$ cat src/rtl/rf_ws_if.sv
// Bundle between the write sequencer and its neighbours: pipeline writeback (A),
// long-latency result queue (B), register-file write port and hazard status.
interface rf_ws_if #(
   parameter int unsigned DEPTH = 4
);
   localparam int unsigned CNT_W = $clog2(DEPTH) + 1;

   logic             a_valid;
   logic [4:0]       a_rd;
   logic [31:0]      a_data;
   logic             a_stall;
   logic             b_valid;
   logic [4:0]       b_rd;
   logic [31:0]      b_data;
   logic             b_ready;
   logic [4:0]       rf_rw;
   logic [31:0]      rf_pw;
   logic             rf_le;
   logic [31:0]      busy_mask;
   logic [CNT_W-1:0] fifo_count;

   modport master (
      input  a_valid, a_rd, a_data, b_valid, b_rd, b_data,
      output a_stall, b_ready, rf_rw, rf_pw, rf_le, busy_mask, fifo_count
   );

   modport slave (
      output a_valid, a_rd, a_data, b_valid, b_rd, b_data,
      input  a_stall, b_ready, rf_rw, rf_pw, rf_le, busy_mask, fifo_count
   );
endinterface

$ cat src/rtl/rf_write_sequencer.sv
// Merges in-order writeback (A, fixed priority) with queued long-latency results (B)
// onto the single register-file write port; exports a busy mask for pending B writes.
module rf_write_sequencer #(
   parameter int unsigned DEPTH        = 4,
   parameter int unsigned STARVE_LIMIT = 8
) (
   input logic     clk,
   input logic     rst,
   rf_ws_if.master bus
);
   localparam int unsigned PTR_W = (DEPTH > 1) ? $clog2(DEPTH) : 1;
   localparam int unsigned CNT_W = $clog2(DEPTH) + 1;
   localparam int unsigned STV_W = 4;

   logic [4:0]       rd_mem_q   [DEPTH];
   logic [31:0]      data_mem_q [DEPTH];
   logic [DEPTH-1:0] vld_q, vld_d;
   logic [PTR_W-1:0] head_q, head_d, tail_q, tail_d;
   logic [CNT_W-1:0] count_q, count_d;
   logic [STV_W-1:0] starve_q, starve_d;
   logic             rf_le_q, rf_le_d;
   logic             b_src_q, b_src_d;
   logic [4:0]       rf_rw_q, rf_rw_d;
   logic [31:0]      rf_pw_q, rf_pw_d;

   logic             a_sel_c, empty_c, pop_c, push_c, ready_c;
   logic [31:0]      busy_c;

   // Arbitration and handshake: A with a real destination always wins
   always_comb begin
      empty_c = (count_q == '0);
      a_sel_c = bus.a_valid && (bus.a_rd != 5'd0);
      pop_c   = !a_sel_c && !empty_c;
      ready_c = !rst && (count_q < CNT_W'(DEPTH));
      push_c  = bus.b_valid && ready_c && (bus.b_rd != 5'd0);
   end

   always_comb begin
      head_d   = head_q;
      tail_d   = tail_q;
      count_d  = count_q;
      vld_d    = vld_q;
      starve_d = starve_q;
      rf_le_d  = 1'b0;
      b_src_d  = 1'b0;
      rf_rw_d  = rf_rw_q;
      rf_pw_d  = rf_pw_q;

      if (a_sel_c) begin
         rf_le_d = 1'b1;
         rf_rw_d = bus.a_rd;
         rf_pw_d = bus.a_data;
      end else if (pop_c) begin
         rf_le_d = 1'b1;
         b_src_d = 1'b1;
         rf_rw_d = rd_mem_q[head_q];
         rf_pw_d = data_mem_q[head_q];
      end

      if (pop_c) begin
         vld_d[head_q] = 1'b0;
         head_d        = head_q + PTR_W'(1);
      end
      if (push_c) begin
         vld_d[tail_q] = 1'b1;
         tail_d        = tail_q + PTR_W'(1);
      end
      if (push_c && !pop_c) begin
         count_d = count_q + CNT_W'(1);
      end else if (pop_c && !push_c) begin
         count_d = count_q - CNT_W'(1);
      end

      // Counts consecutive A wins while B waits; saturates so a_stall holds
      if (empty_c || pop_c) begin
         starve_d = '0;
      end else if (a_sel_c && (starve_q != STV_W'(STARVE_LIMIT))) begin
         starve_d = starve_q + STV_W'(1);
      end
   end

   always_ff @(posedge clk) begin
      if (rst) begin
         head_q   <= '0;
         tail_q   <= '0;
         count_q  <= '0;
         vld_q    <= '0;
         starve_q <= '0;
         rf_le_q  <= 1'b0;
         b_src_q  <= 1'b0;
         rf_rw_q  <= 5'd0;
         rf_pw_q  <= 32'd0;
      end else begin
         head_q   <= head_d;
         tail_q   <= tail_d;
         count_q  <= count_d;
         vld_q    <= vld_d;
         starve_q <= starve_d;
         rf_le_q  <= rf_le_d;
         b_src_q  <= b_src_d;
         rf_rw_q  <= rf_rw_d;
         rf_pw_q  <= rf_pw_d;
      end
   end

   // Payload storage needs no reset; validity is tracked by vld_q
   always_ff @(posedge clk) begin
      if (push_c) begin
         rd_mem_q[tail_q]   <= bus.b_rd;
         data_mem_q[tail_q] <= bus.b_data;
      end
   end

   always_comb begin
      busy_c = 32'd0;
      for (int unsigned i = 0; i < DEPTH; i++) begin
         if (vld_q[i]) begin
            busy_c[rd_mem_q[i]] = 1'b1;
         end
      end
      if (rf_le_q && b_src_q) begin
         busy_c[rf_rw_q] = 1'b1;
      end
      busy_c[0] = 1'b0;
   end

   assign bus.b_ready    = ready_c;
   assign bus.a_stall    = (starve_q == STV_W'(STARVE_LIMIT));
   assign bus.rf_le      = rf_le_q;
   assign bus.rf_rw      = rf_rw_q;
   assign bus.rf_pw      = rf_pw_q;
   assign bus.busy_mask  = busy_c;
   assign bus.fifo_count = count_q;
endmodule

$ cat src/flat_wrapper.sv
// flat-port wrapper written by rule: the top's interface ports become plain ports
module rf_write_sequencer_flat 
#(
   parameter int unsigned DEPTH        = 4,
   parameter int unsigned STARVE_LIMIT = 8
)
  (clk, rst, bus_a_valid, bus_a_rd, bus_a_data, bus_b_valid, bus_b_rd, bus_b_data, bus_a_stall, bus_b_ready, bus_rf_rw, bus_rf_pw, bus_rf_le, bus_busy_mask, bus_fifo_count);
  rf_ws_if #(.DEPTH(DEPTH)) bus_i ();
  input logic clk;
  input logic rst;
  input wire logic [$bits(bus_i.a_valid)-1:0] bus_a_valid;
  input wire logic [$bits(bus_i.a_rd)-1:0] bus_a_rd;
  input wire logic [$bits(bus_i.a_data)-1:0] bus_a_data;
  input wire logic [$bits(bus_i.b_valid)-1:0] bus_b_valid;
  input wire logic [$bits(bus_i.b_rd)-1:0] bus_b_rd;
  input wire logic [$bits(bus_i.b_data)-1:0] bus_b_data;
  output wire logic [$bits(bus_i.a_stall)-1:0] bus_a_stall;
  output wire logic [$bits(bus_i.b_ready)-1:0] bus_b_ready;
  output wire logic [$bits(bus_i.rf_rw)-1:0] bus_rf_rw;
  output wire logic [$bits(bus_i.rf_pw)-1:0] bus_rf_pw;
  output wire logic [$bits(bus_i.rf_le)-1:0] bus_rf_le;
  output wire logic [$bits(bus_i.busy_mask)-1:0] bus_busy_mask;
  output wire logic [$bits(bus_i.fifo_count)-1:0] bus_fifo_count;
  assign bus_i.a_valid = bus_a_valid;
  assign bus_i.a_rd = bus_a_rd;
  assign bus_i.a_data = bus_a_data;
  assign bus_i.b_valid = bus_b_valid;
  assign bus_i.b_rd = bus_b_rd;
  assign bus_i.b_data = bus_b_data;
  assign bus_a_stall = bus_i.a_stall;
  assign bus_b_ready = bus_i.b_ready;
  assign bus_rf_rw = bus_i.rf_rw;
  assign bus_rf_pw = bus_i.rf_pw;
  assign bus_rf_le = bus_i.rf_le;
  assign bus_busy_mask = bus_i.busy_mask;
  assign bus_fifo_count = bus_i.fifo_count;
  rf_write_sequencer #(.DEPTH(DEPTH), .STARVE_LIMIT(STARVE_LIMIT)) u_core (.clk(clk), .rst(rst), .bus(bus_i));
endmodule
$ cat config.mk
export PLATFORM = sky130hd
export DESIGN_NAME = rf_write_sequencer_flat
export DESIGN_NICKNAME = d
export VERILOG_FILES = /design/src/rtl/rf_ws_if.sv /design/src/rtl/rf_write_sequencer.sv /design/src/flat_wrapper.sv
export SDC_FILE = /design/constraint.sdc
export NUM_CORES = 1
export LEC_CHECK = 0
export BUFFER_PORTS_ARGS = -buffer_cell sky130_fd_sc_hd__buf_2
export CAP_MARGIN = 20
export CELL_PAD_IN_SITES_DETAIL_PLACEMENT = 0
export CELL_PAD_IN_SITES_GLOBAL_PLACEMENT = 2
export CORE_AREA = 2 2 134 201
export CTS_BUF_LIST = sky130_fd_sc_hd__clkbuf_8
export DETAILED_ROUTE_END_ITERATION = 16
export DIE_AREA = 0 0 136 203
export HOLD_SLACK_MARGIN = 0.06
export PLACE_DENSITY = 0.86
export SLEW_MARGIN = 0
export SYNTH_ARGS = -nofsm -noshare
export SYNTH_HDL_FRONTEND = slang
export SYNTH_SLANG_ARGS = --single-unit
$ cat constraint.sdc
create_clock -name clk -period 2 [get_ports clk]
set_input_delay 0.1 -clock clk [delete_from_list [all_inputs] [get_ports clk]]
set_output_delay 0.1 -clock clk [all_outputs]
set_load 0.05 [all_outputs]
==> impl_metrics.prom <==
# TYPE chip_impl_metric gauge
chip_impl_metric{name="drt-vias-per-instance",unit=""} 5.29
chip_impl_metric{name="switching_share",unit="%"} 34.5
chip_impl_metric{name="synthesis.area_per_instance",unit="sq um"} 12.9
chip_impl_metric{name="final_critical_path_setup_slack",unit="ps"} -258
chip_impl_metric{name="globalRouteMet2Util",unit="%"} 36.2
chip_impl_metric{name="cp_data_arrival_time",unit="ps"} 2160
chip_impl_info{name="yosys-top-cells-area",value="sky130_fd_sc_hd__edfxtp_1, sky130_fd_sc_hd__dfxtp_1, sky130_fd_sc_hd__mux4_2, sky130_fd_sc_hd__a21oi_1, sky130_fd_sc_hd__o21ai_0"} 1
chip_impl_info{name="crit_path_end_kind",value="output port"} 1
chip_impl_metric{name="num_rows",unit=""} 72
chip_impl_metric{name="grt_pass1_vias",unit=""} 7431
chip_impl_info{name="rsz0062_at_grt",value="true"} 1
chip_impl_metric{name="start_util",unit="%"} 35.5
chip_impl_info{name="reg2reg_to",value="u_core.bus.fifo_count[2]"} 1
chip_impl_metric{name="clk_pin_slew",unit="ps"} 70
chip_impl_info{name="cp_startpoint_kind",value="register"} 1
chip_impl_metric{name="floorplan_die_area",unit="sq um"} 27600
chip_impl_info{name="yosys_most_used_dff",value="sky130_fd_sc_hd__edfxtp_1"} 1
chip_impl_metric{name="drc",unit=""} 0
chip_impl_metric{name="area_growth",unit="%"} 40.9
chip_impl_metric{name="clock_tree.buffer_depth",unit=""} 3
chip_impl_info{name="layer_with_the_highest_usage",value="met2"} 1
chip_impl_metric{name="global_route.overflow_total",unit=""} 0
chip_impl_info{name="critical_setup_path_class",value="reg -> out"} 1
chip_impl_metric{name="number_of_flops_mapped_to_enable_cells_by_yosys",unit=""} 148
chip_impl_metric{name="io_pins",unit=""} 153
chip_impl_metric{name="worstPathMaxFanout",unit=""} 6
chip_impl_metric{name="power.share.clock",unit="%"} 26.9
chip_impl_info{name="cp-endpoint",value="bus_busy_mask[6]"} 1
chip_impl_info{name="dominant_cell_type_by_area_after_synthesis",value="sky130_fd_sc_hd__edfxtp_1"} 1
chip_impl_metric{name="total_power_density_per_cell_area",unit="nW/um^2"} 1010
chip_impl_metric{name="synth-warning-count",unit=""} 0
chip_impl_info{name="cts_root_buf",value="sky130_fd_sc_hd__clkbuf_8"} 1
chip_impl_metric{name="combPwrFrac",unit="%"} 33.0
chip_impl_info{name="tritoncts_clock_tree",value="yes"} 1
chip_impl_metric{name="p_int",unit="mW"} 8.54
chip_impl_metric{name="reg2regPathDepth",unit=""} 8
chip_impl_metric{name="slew_headroom",unit="%"} 41.0
chip_impl_metric{name="power",unit="mW"} 13.0
chip_impl_metric{name="largest_net_degree_at_the_start_of_global_routing",unit=""} 44
chip_impl_metric{name="period_minus_slack",unit="ps"} 2260
chip_impl_metric{name="avgRoutedWirePerCell",unit="um"} 19.6
chip_impl_metric{name="synth.yosys.seq_area_share",unit="%"} 60.9
chip_impl_metric{name="grt_first_pass_wirelength",unit="um"} 40600
chip_impl_metric{name="cp.required",unit="ps"} 1900
chip_impl_metric{name="clock_latency",unit="ps"} 570
chip_impl_metric{name="drt_wl_total",unit="um"} 26800
chip_impl_metric{name="netlist_area",unit="sq um"} 9140
chip_impl_metric{name="yosysUniqueCellTypes",unit=""} 50
chip_impl_metric{name="clock-skew-final",unit="ps"} 30.5
chip_impl_info{name="synthMostInstantiatedCell",value="sky130_fd_sc_hd__edfxtp_1"} 1
chip_impl_metric{name="detailed_place_hpwl",unit="um"} 18500
chip_impl_metric{name="route.antenna.remaining_nets",unit=""} 0
chip_impl_metric{name="die_height",unit="um"} 203
chip_impl_metric{name="tritoncts.num_buffers",unit=""} 30
chip_impl_metric{name="design.core.area",unit="sq um"} 25800
chip_impl_metric{name="power.static_leakage",unit="nW"} 4.66
chip_impl_metric{name="synthCells",unit=""} 711
chip_impl_metric{name="dr.first_iter.drc_count",unit=""} 464
chip_impl_metric{name="post_synth_arst_share",unit="%"} 0
chip_impl_metric{name="floorplan.die.width",unit="um"} 136
chip_impl_metric{name="max_cap_viol_count",unit=""} 0
chip_impl_metric{name="final_hold_viol_count",unit=""} 0
chip_impl_metric{name="globalRouteMet1Util",unit="%"} 21.2
chip_impl_metric{name="cts-htree-levels",unit=""} 1
chip_impl_metric{name="period_share",unit="%"} 113
chip_impl_metric{name="worst-slew-pin-transition",unit="ps"} 885
chip_impl_metric{name="routabilityCongestion",unit=""} 0.876
chip_impl_info{name="status",value="complete, but fails checks"} 1
chip_impl_info{name="worst_hold_path_type",value="in -> reg"} 1
chip_impl_info{name="violations",value="negative setup slack"} 1
chip_impl_metric{name="finalSetupViolCount",unit=""} 32
chip_impl_metric{name="irDropWorstVdd",unit="mV"} 0.611
chip_impl_metric{name="nNetsFinal",unit=""} 1103
chip_impl_info{name="crit_start",value="u_core.rd_mem_q[1][4]"} 1
chip_impl_metric{name="syn-num-nets",unit=""} 801
chip_impl_metric{name="timing_max_transition_violations_final",unit=""} 0
chip_impl_info{name="worstReg2RegStart",value="u_core.bus.fifo_count[0]"} 1
chip_impl_metric{name="place.port_buffers",unit=""} 151
chip_impl_metric{name="power.share.sequential",unit="%"} 40.0
chip_impl_metric{name="drive_above_1_share",unit="%"} 40.1
chip_impl_metric{name="antenna_violations_before_repair",unit=""} 1
chip_impl_info{name="synth_common_cells",value="sky130_fd_sc_hd__edfxtp_1, sky130_fd_sc_hd__a21oi_1, sky130_fd_sc_hd__o21ai_0"} 1
chip_impl_metric{name="clock_sink_count",unit=""} 204
chip_impl_metric{name="post-synth-top-area-fraction",unit="%"} 48.6
chip_impl_metric{name="final_core_util",unit="%"} 50.0
chip_impl_metric{name="total_switching_power",unit="mW"} 4.49
chip_impl_metric{name="via_count",unit=""} 7254
chip_impl_metric{name="fmax",unit="MHz"} 443
chip_impl_metric{name="grt.total_usage",unit="%"} 19.1
chip_impl_metric{name="r2r_setup_slk",unit="ps"} 0
chip_impl_metric{name="grt_use_met3",unit="%"} 2.12
chip_impl_metric{name="first_pass_iters",unit=""} 5
chip_impl_metric{name="postSynthRegisterBits",unit=""} 204
## placed cells by master (no fill, tap or decap), drive strengths merged, types with 4 or more instances in the layout
master       count
edfxtp         148
mux4            37
o22ai           40
dlygate4sd3     76
or3              8
a31o             4
o211ai           9
clkbuf          34
and2             4
a21oi           82
nand3           17
dfxtp           56
ha              11
or3b            10
a22oi            9
inv             19
o21ai           59
buf            238
nand3b          24
clkinv           9
nand2           44
nor3b           10
nor2            50
## final cells by class
type	instances	area, sq um
Tap cell	333	417
Antenna cell	1	2.50
Sequential cell	204	5590
Clock buffer	34	468
Timing Repair Buffer	314	2540
Clock inverter	22	176
Inverter	9	33.8
Fill cell	2295	12900
Multi-Input combinational cell	454	3650
## worst min path at each step
stage / depth (start not counted) / start / slack [ps] / endpoint
6_report: 5 / bus_b_valid / 110 / u_core.bus.fifo_count[2]
5_1_grt: 5 / bus_b_valid / 140 / u_core.bus.fifo_count[2]
4_1_cts: 5 / bus_b_valid / 130 / u_core.bus.fifo_count[2]
3_5_place_dp: 1 / bus_b_data[15] / 320 / u_core.data_mem_q[3][15]
3_3_place_gp: 1 / bus_b_data[14] / 310 / u_core.data_mem_q[2][14]
2_1_floorplan: 1 / rst / 160 / u_core.bus.fifo_count[2]
## layer usage
layer,wire length (um),vias up
met2,14700,303
met4,1040,2
met5,13,-
met3,1470,75
li1,-,3362
met1,9560,3512
## power by group through the flow
stage / combinational [mW] / clock [mW] / sequential [mW]
3_5_place_dp: 4.10 / 0 / 5.30
3_3_place_gp: 4.07 / 0 / 5.29
4_1_cts: 4.33 / 3.58 / 5.22
6_report: 4.30 / 3.51 / 5.22
5_1_grt: 4.64 / 3.78 / 5.26
2_1_floorplan: 2.09 / 0 / 5.93
## stage by stage
step	hold slack (ps)	setup TNS (ps)	area (sq um)	instances	setup slack (ps)
finish	109	-4930	12900	1371	-258
global route	135	-7180	12900	1370	-286
CTS	134	-4570	12700	1362	-208
detailed placement	320	-101	10700	1199	-101
global placement	311	-65.0	10700	1199	-65.0
floorplan	159	-2080	9210	711	-260
## cells by family (layout without fill, tap and decap cells)
family                   after synthesis  after routing  synth area share (%)
multiplexers                          42             42                  9.71
AO/OA/AOI/OAI                        213            213                  13.4
other                                  1              2                0.0410
adder cells (fa/ha/maj)               12             12                  1.72
flip-flops                           204            204                  60.9
XOR/XNOR                               6              6                 0.575
buffers and inverters                 53            379                  3.09
AND/OR/NAND/NOR                      180            180                  10.6
## worst max-delay path: stages, from the launching register on
cell	delay (ps)
sky130_fd_sc_hd__edfxtp_1	520
sky130_fd_sc_hd__or3b_4	470
sky130_fd_sc_hd__nor2_2	90
sky130_fd_sc_hd__a21oi_1	50
sky130_fd_sc_hd__o211ai_1	200
sky130_fd_sc_hd__buf_4	270
## repair_timing
item | in CTS | in global routing
buffers inserted | 31 | 8
hold buffers | 76 | 0
gates resized for setup | 108 | 27
pin swaps | 29 | 18
hold endpoints to repair | 196 | 0
endpoints found under the setup margin | 32 | 33
## state kept, by name, summed over array words and instances, names as in the netlist, named ones only
signal / cells
u_core.bus.rf_pw: 32
u_core.b_src_q: 1
u_core.rd_mem_q: 20
u_core.bus.rf_rw: 5
u_core.bus.rf_le: 1
u_core.data_mem_q: 128
u_core.head_q: 2
u_core.bus.fifo_count: 3
u_core.starve_q: 4
u_core.tail_q: 2
u_core.vld_q: 4
Note: power is estimated with default switching activity, not from simulation.
